==> src/rtl/ex_operand_stage.sv <==
`default_nettype none
// ============================================================================
// Module   : ex_operand_stage
// Brief    : ID->EX holding register with operand select and RAW hazard
//            resolution. Define FORWARDING_EN to enable EX/MEM and MEM/WB bypass.
// Revision : 1.0 - initial release
// ============================================================================
module ex_operand_stage #(
  parameter int XLEN    = 32,
  parameter int REG_AW  = 5,
  parameter int ALU_OPW = 4
) (
  input  logic               clk,
  input  logic               rst_n,
  input  logic               flush,
  input  logic               in_valid,
  output logic               in_ready,
  input  logic [XLEN-1:0]    in_pc,
  input  logic [REG_AW-1:0]  in_rs1,
  input  logic [REG_AW-1:0]  in_rs2,
  input  logic [XLEN-1:0]    in_rs1_data,
  input  logic [XLEN-1:0]    in_rs2_data,
  input  logic [XLEN-1:0]    in_imm,
  input  logic [1:0]         in_a_sel,
  input  logic               in_b_sel,
  input  logic [ALU_OPW-1:0] in_alu_op,
  input  logic [REG_AW-1:0]  in_rd,
  input  logic               in_rd_we,
  input  logic [REG_AW-1:0]  exmem_rd,
  input  logic               exmem_we,
  input  logic               exmem_is_load,
  input  logic [XLEN-1:0]    exmem_data,
  input  logic [REG_AW-1:0]  wb_rd,
  input  logic               wb_we,
  input  logic [XLEN-1:0]    wb_data,
  output logic               out_valid,
  input  logic               out_ready,
  output logic [XLEN-1:0]    operand_a,
  output logic [XLEN-1:0]    operand_b,
  output logic [ALU_OPW-1:0] alu_op,
  output logic [REG_AW-1:0]  out_rd,
  output logic               out_rd_we,
  output logic [XLEN-1:0]    out_rs2_val
);

  logic               r_held_valid;
  logic [XLEN-1:0]    r_pc;
  logic [REG_AW-1:0]  r_rs1;
  logic [REG_AW-1:0]  r_rs2;
  logic [XLEN-1:0]    r_rs1_data;
  logic [XLEN-1:0]    r_rs2_data;
  logic [XLEN-1:0]    r_imm;
  logic [1:0]         r_a_sel;
  logic               r_b_sel;
  logic [ALU_OPW-1:0] r_alu_op;
  logic [REG_AW-1:0]  r_rd;
  logic               r_rd_we;

  logic            w_rs1_used;
  logic            w_ex_hit1, w_ex_hit2;
  logic            w_wb_hit1, w_wb_hit2;
  logic            w_wb_cap1, w_wb_cap2;
  logic            w_hazard;
  logic            w_capture;
  logic            w_fire;
  logic [XLEN-1:0] w_rs1_val;
  logic [XLEN-1:0] w_rs2_val;

  assign w_rs1_used = (r_a_sel == 2'b00) || (r_a_sel == 2'b11);

  // x0 never matches a writer, so every hit requires a nonzero source
  assign w_ex_hit1 = exmem_we && (exmem_rd == r_rs1) && (r_rs1 != '0);
  assign w_ex_hit2 = exmem_we && (exmem_rd == r_rs2) && (r_rs2 != '0);
  assign w_wb_hit1 = wb_we && (wb_rd == r_rs1) && (r_rs1 != '0);
  assign w_wb_hit2 = wb_we && (wb_rd == r_rs2) && (r_rs2 != '0);
  assign w_wb_cap1 = wb_we && (wb_rd == in_rs1) && (in_rs1 != '0);
  assign w_wb_cap2 = wb_we && (wb_rd == in_rs2) && (in_rs2 != '0);

`ifdef FORWARDING_EN
  assign w_hazard  = r_held_valid && exmem_is_load && ((w_rs1_used && w_ex_hit1) || w_ex_hit2);
  assign w_rs1_val = (w_ex_hit1 && !exmem_is_load) ? exmem_data :
                     w_wb_hit1                     ? wb_data    : r_rs1_data;
  assign w_rs2_val = (w_ex_hit2 && !exmem_is_load) ? exmem_data :
                     w_wb_hit2                     ? wb_data    : r_rs2_data;
`else
  // Without bypass the entry also waits out the cycle in which the snoop refreshes it
  assign w_hazard  = r_held_valid &&
                     ((w_rs1_used && (w_ex_hit1 || w_wb_hit1)) || w_ex_hit2 || w_wb_hit2);
  assign w_rs1_val = r_rs1_data;
  assign w_rs2_val = r_rs2_data;
  logic w_unused_fwd;
  assign w_unused_fwd = ^{exmem_data, exmem_is_load};
`endif

  assign out_valid = r_held_valid && !w_hazard;
  assign in_ready  = flush || !r_held_valid || (out_ready && !w_hazard);
  assign w_capture = in_valid && in_ready && !flush;
  assign w_fire    = out_valid && out_ready;

  always_ff @(posedge clk or negedge rst_n) begin
    if (!rst_n) begin
      r_held_valid <= 1'b0;
      r_pc         <= '0;
      r_rs1        <= '0;
      r_rs2        <= '0;
      r_rs1_data   <= '0;
      r_rs2_data   <= '0;
      r_imm        <= '0;
      r_a_sel      <= '0;
      r_b_sel      <= 1'b0;
      r_alu_op     <= '0;
      r_rd         <= '0;
      r_rd_we      <= 1'b0;
    end else if (flush) begin
      r_held_valid <= 1'b0;
    end else if (w_capture) begin
      r_held_valid <= 1'b1;
      r_pc         <= in_pc;
      r_rs1        <= in_rs1;
      r_rs2        <= in_rs2;
      r_rs1_data   <= (in_rs1 == '0) ? '0 : (w_wb_cap1 ? wb_data : in_rs1_data);
      r_rs2_data   <= (in_rs2 == '0) ? '0 : (w_wb_cap2 ? wb_data : in_rs2_data);
      r_imm        <= in_imm;
      r_a_sel      <= in_a_sel;
      r_b_sel      <= in_b_sel;
      r_alu_op     <= in_alu_op;
      r_rd         <= in_rd;
      r_rd_we      <= in_rd_we;
    end else begin
      if (w_fire)
        r_held_valid <= 1'b0;
      if (r_held_valid && w_wb_hit1)
        r_rs1_data <= wb_data;
      if (r_held_valid && w_wb_hit2)
        r_rs2_data <= wb_data;
    end
  end

  always_comb begin
    operand_a = w_rs1_val;
    case (r_a_sel)
      2'b01:   operand_a = r_pc;
      2'b10:   operand_a = '0;
      default: operand_a = w_rs1_val;
    endcase
  end

  assign operand_b   = r_b_sel ? r_imm : w_rs2_val;
  assign alu_op      = r_alu_op;
  assign out_rd      = r_rd;
  assign out_rd_we   = r_rd_we;
  assign out_rs2_val = w_rs2_val;

endmodule
`default_nettype wire

==> config.mk <==
export PLATFORM = sky130hd
export DESIGN_NAME = ex_operand_stage
export DESIGN_NICKNAME = d
export VERILOG_FILES = /design/src/rtl/ex_operand_stage.sv
export SDC_FILE = /design/constraint.sdc
export NUM_CORES = 1
export LEC_CHECK = 0
export BUFFER_PORTS_ARGS = -buffer_cell sky130_fd_sc_hd__buf_2
export CAP_MARGIN = 20
export CORE_ASPECT_RATIO = 0.5
export CORE_MARGIN = 10
export CORE_UTILIZATION = 43
export CTS_CLUSTER_DIAMETER = 30
export DETAILED_ROUTE_END_ITERATION = 8
export GPL_TIMING_DRIVEN = 0
export PLACE_DENSITY = 0.76
export SLEW_MARGIN = 20
export SYNTH_ARGS = -nofsm -noshare
export SYNTH_HDL_FRONTEND = slang
export SYNTH_SLANG_ARGS = --single-unit
==> constraint.sdc <==
create_clock -name clk -period 2.35 [get_ports clk]
set_input_delay 0.235 -clock clk [delete_from_list [all_inputs] [get_ports clk]]
set_output_delay 0.235 -clock clk [all_outputs]
set_load 0.01 [all_outputs]
# Yosys cells after proc, flatten, opt, wreduce, memory -nomap -nowiden
# Index checks and enable logic that the tools add are counted.
op_classes:
  mux: 13
  magnitude_cmp: 0
  bitwise_logic: 1
  n_div: 0
  n_addsub: 0
  mul: 0
  n_reduce_logical: 43
  shift: 0
  n_eq_ne: 9
ops:
  columns: ["op", "count"]
  rows:
  - ["two-way mux 32 bit", 9]
  - ["one-hot mux 32 bit (2 select lines)", 1]
  - ["equality test 5 bit", 6]
  - ["logical AND 1 bit", 21]
  - ["nonzero test 5 bit", 4]
  - ["logical NOT 5 bit", 2]
  - ["logical OR 1 bit", 6]
  - ["AND reduction 2 bit", 3]
  - ["equality test 2 bit, second input constant", 2]
  - ["nonzero test 2 bit", 2]
  - ["logical NOT 1 bit", 3]
  - ["two-way mux 1 bit", 3]
  - ["nonzero test 3 bit", 1]
  - ["equality test 2 x 1 -> 1 bit, second input constant", 1]
  - ["logical NOT 2 bit", 1]
  - ["NOT 1 bit", 1]
totals:
  ramBits: 0
  register_bits: 152
  rom_bits: 0
  memories: 0
  out_inout_bits: 108
  latchBits: 0
  wordCells: 78

# Logic depth before layout (Yosys ltp)
logic_depth:
  word_depth: 15
  ltp_mapped: 11
  depth_no_buf: 7

# Least setup slack after synthesis
# OpenSTA, ideal clock, no wires.
synth_path:
  path_kind: "register to register"
  from: "reg r_rs2[1]"
  to: "reg r_rs2_data[19], in the netlist out_rs2_val[19]"
  n_path_buf: 2
  setup_ns: 0.126
  required_ns: 2.224
  arrival_time_ns: 2.155
  path_slack_ns: 0.069
  path_stages_with_launch: 10
  cell_sequence: "dfrtp_1 -> or4_1 -> nor2_2 -> nor4_2 -> nor3_4 -> a21o_1 -> buf_4 -> buf_4 -> nor3b_1 -> a221o_1"
synth_between:
  elab_chain_cells: 13
  elab_cells_between_ends: 19
  classes_between: "2 x eq/ne; 1 x mux; 16 x reduce/logical"
synth_rtl:
  columns: ["element", "line", "text"]
  rows:
  - ["start: declaration", "49", "logic [REG_AW-1:0] r_rs2;"]
  - ["start signal: assignment", "120", "r_rs2 <= in_rs2;"]
  - ["equality test 5 bit", "73", "assign w_ex_hit2 = exmem_we && (exmem_rd == r_rs2) && (r_rs2 != '0);"]
  - ["logical AND 1 bit (2 in series)", "73", null]
  - ["logical OR 1 bit (2 in series)", "88", "((w_rs1_used && (w_ex_hit1 || w_wb_hit1)) || w_ex_hit2 || w_wb_hit2);"]
  - ["logical AND 1 bit", "87", "assign w_hazard = r_held_valid &&"]
  - ["logical NOT 1 bit", "96", "assign in_ready = flush || !r_held_valid || (out_ready && !w_hazard);"]
  - ["logical AND 1 bit", "96", null]
  - ["logical OR 1 bit", "96", null]
  - ["logical AND 1 bit (2 in series)", "97", "assign w_capture = in_valid && in_ready && !flush;"]
  - ["nonzero test 2 bit (no line)", null, null]
  - ["AND reduction 2 bit (no line)", null, null]
  - ["end signal: assignment", "122", "r_rs2_data <= (in_rs2 == '0) ? '0 : (w_wb_cap2 ? wb_data : in_rs2_data);"]
  - ["end signal: assignment", "135", "r_rs2_data <= wb_data;"]
  - ["end: declaration", "51", "logic [XLEN-1:0] r_rs2_data;"]
# Several ways; a longest one is shown, not always the timed one.
# A chain may end at the register's enable or synchronous reset.

# Worst setup path in the final report
layout_path:
  from: "reg r_rs1[1]"
  to: "reg r_rs1_data[2]"
layout_between:
  elab_chain_cells: 15
  elab_cells_between_ends: 21
  classes_between: "2 x eq/ne; 1 x mux; 18 x reduce/logical"
layout_rtl:
  columns: ["element", "line", "text"]
  rows:
  - ["start: declaration", "48", "logic [REG_AW-1:0] r_rs1;"]
  - ["start signal: assignment", "119", "r_rs1 <= in_rs1;"]
  - ["equality test 5 bit, on equally long branches", "72, 74", null]
  - ["logical AND 1 bit, on equally long branches (2 in series)", "72, 74", null]
  - ["logical OR 1 bit", "88", null]
  - ["logical AND 1 bit", "88", null]
  - ["logical OR 1 bit (2 in series)", "88", null]
  - ["logical AND 1 bit", "87", null]
  - ["logical NOT 1 bit", "96", null]
  - ["logical AND 1 bit", "96", null]
  - ["logical OR 1 bit", "96", null]
  - ["logical AND 1 bit (2 in series)", "97", null]
  - ["nonzero test 2 bit (no line)", null, null]
  - ["AND reduction 2 bit (no line)", null, null]
  - ["end signal: assignment", "121", "r_rs1_data <= (in_rs1 == '0) ? '0 : (w_wb_cap1 ? wb_data : in_rs1_data);"]
  - ["end signal: assignment", "133", "r_rs1_data <= wb_data;"]
  - ["end: declaration", "50", "logic [XLEN-1:0] r_rs1_data;"]
# Several ways; a longest one is shown, not always the timed one.

==> out/qor.txt <==
DRT antenna net count: 0
Yosys warning count: 0
Final Setup Violations: 153
CP Launch Type: flip-flop
Core area: 16680 µm²
Syn Area/Cell: 9.546 µm²
Fmax: 0.3839 GHz
Root buffer cell: clkbuf_16
Critical path arrival: 2910 ps
Vias per inst: 5.450
Fill cells: 1335
Worst skew pair latency: 430 ps
Wire per inst: 21.65 µm
Number of global-route vias before repair: 7895
Initial Util: 44.64%
Layout cells sized above 1: 45.67%
Pleak: 0.005780 µW
Post-Syn Nets: 1014
Final period utilization: 110.9%
Synth top area share: 51.08%
FF-to-FF path depth: 9
Failing checks: negative setup slack
Final WL: 30000 µm
TritonCTS clock tree: built
Count leader, synth: nand2_1
Hpwl dp: 22130 µm
Final Skew: 17.56 ps
Max FO, Critical Path: 7
1st-pass router iterations: 5
Grt total ovfl: 0
Crit Path Category: flip-flop to flip-flop
Max-Cap Viols: 0
Sequential area share after synthesis: 51.08%
CP Data Required Time: 2650 ps
# DRC: 0
Most common flop cell mapped by yosys: dfrtp_1
Synth area leaders: dfrtp_1, nand2_1, mux2_2
Hold Vio Cnt, Final: 0
I/O pin count: 341
Hold Crit Depth: 3
Class of the worst hold path: primary input to flip-flop
Setup repair after global routing missed its margin: yes
Die height: 113.1 µm
Post-synth EDFFs: 0
1st-iter DRT viols: 619
FFs w/ async S/R, synth: 100.0%
Global Route Usage Sum: 23.97%
Count of input and output buffers: 307
Crit end category: flip-flop
GPL Wtd Cong: 0.8747
Status: finished, violations left
Clk sinks: 152
Pwr/cell area: 835.3 nW/µm²
Yosys cell types: 39
Final WS setup: -255.1 ps
Post-route cell area: 11150 µm²
Place WS: -579.1 ps
Initial antenna violation count: 4
Largest net degree at the start of global routing: 86
H-tree Lvls: 4
Die X: 206.1 µm
Final worst path period need: 2605 ps
Nets: 1377
Via count: 7554
Area leader, netlist: dfrtp_1
Finished Core Util: 66.83%
Synth Register Bits: 152
Slew of the pin with the lowest slew margin: 901.9 ps
Rows: 33
Worst-case clock buffer depth: 2
Clk slew on worst S/H paths: 70 ps
Slew margin rel.: 39.32%
Max VDD drop: 0.5883 mV
Syn Inst Count: 780
Die area: 23300 µm²
First-pass GRT wire length: 43840 µm
Synthesis-to-layout area growth: 49.72%
Num CTS Buffers: 17
Placed Area: 9304 µm²
Synth top cells by count: nand2_1, dfrtp_1
Post-synthesis cell area: 7446 µm²
Max-slew violations: 0
[placed cells by master, fill, tap and decap left out, types with 15 or more instances in the layout]
cell,count
a221o_1,32
buf_4,20
nand2_1,264
buf_8,15
xor2_1,15
nand2_2,28
dfrtp_1,151
a32oi_1,15
clkbuf_16,25
nor3b_1,26
a22o_1,32
o21ai_0,21
buf_2,308
mux2_2,32
[stage by stage]
stage	instances	power [µW]	setup TNS, ps	hold WS (ps)
after floorplan	780	4904	0	-60.59
after global placement	1314	6037	-232560	430.5
after detailed placement	1315	6115	-52480	226.1
after CTS	1372	9136	-11100	0.5112
after global routing	1385	9744	-36600	5.961
final	1386	9312	-24070	6.245
[worst paths after layout]
check | to | slack (ps) | start
setup reg to reg | r_rs1_data[2] | -260 | r_rs1[1]
hold reg to reg | out_rd[4] | 460 | out_rd[4]
setup / recovery | r_rs1_data[2] | -260 | r_rs1[1]
min in group asynchronous | alu_op[1] | 350 | rst_n
max in group asynchronous | out_rs2_val[30] | 1180 | rst_n
hold / removal | r_imm[8] | 6 | in_imm[8]
[final cells by class]
| type | instances | area (µm²) | share of cell area (%) |
|---|---|---|---|
| repair buffers | 345 | 2166 | 19.43 |
| clock inverters | 11 | 121.4 | 1.089 |
| well taps | 227 | 284.0 | 2.548 |
| multi-input cells | 568 | 3691 | 33.11 |
| flip-flops and latches | 152 | 3805 | 34.13 |
| diodes | 3 | 7.507 | 0.06734 |
| inverters | 2 | 7.507 | 0.06734 |
| plain buffers | 57 | 605.6 | 5.432 |
| clock buffers | 21 | 460.4 | 4.130 |
[state kept, by name, indices dropped and copies added, names as in the netlist]
register,flops
out_rs2_val,32
r_imm,32
r_pc,32
r_rs1_data,32
out_rd,5
r_rs1,5
r_rs2,5
alu_op,4
r_a_sel,2
out_rd_we,1
r_b_sel,1
r_held_valid,1
[what timing repair did]
| action | in CTS | in global routing |
|---|---|---|
| setup endpoints to repair | 212 | 183 |
| pin swaps | 102 | 20 |
| cloned | 9 | 7 |
| gates resized for setup | 160 | 65 |
| hold buffers | 1 | 0 |
| hold endpoints to repair | 67 | 0 |
| buffers inserted | 16 | 4 |
[routing by layer]
metal	GRT usage, %	vias to the layer above	wire (µm)
met3	5.325	43	2164
li1	-	3466	-
met2	41.31	321	15140
met1	29.37	3722	12190
met5	0	-	13
met4	7.492	2	491
[power by group]
| part | internal, µW | switching [µW] | leakage (µW) |
|---|---|---|---|
| Combinational | 1490 | 1560 | 0.00362 |
| Sequential | 3130 | 383 | 0.00187 |
| Clock | 1620 | 1130 | 0.000283 |
| Total | 6240 | 3070 | 0.00578 |
[critical path: stages (launching register included)]
cell,delay [ps]
dfrtp_1,410
xnor2_1,240
nand4_1,160
or3b_1,390
a21o_4,260
a21o_4,230
buf_12,130
buf_8,130
or3_1,380
o211a_1,150
[cells by family (layout without fill, tap and decap cells)]
| family | after synthesis | after routing | share of synthesized area, % |
|---|---|---|---|
| AO/OA/AOI/OAI | 136 | 136 | 14.92 |
| buffers and inverters | 60 | 436 | 3.663 |
| AND/OR/NAND/NOR | 369 | 369 | 21.79 |
| adder cells (fa/ha/maj) | 1 | 1 | 0.1680 |
| XOR/XNOR | 30 | 30 | 3.529 |
| multiplexers | 32 | 32 | 4.840 |
| other | 0 | 3 | 0 |
| flip-flops | 152 | 152 | 51.08 |
Power figures use the tool's default switching activity.
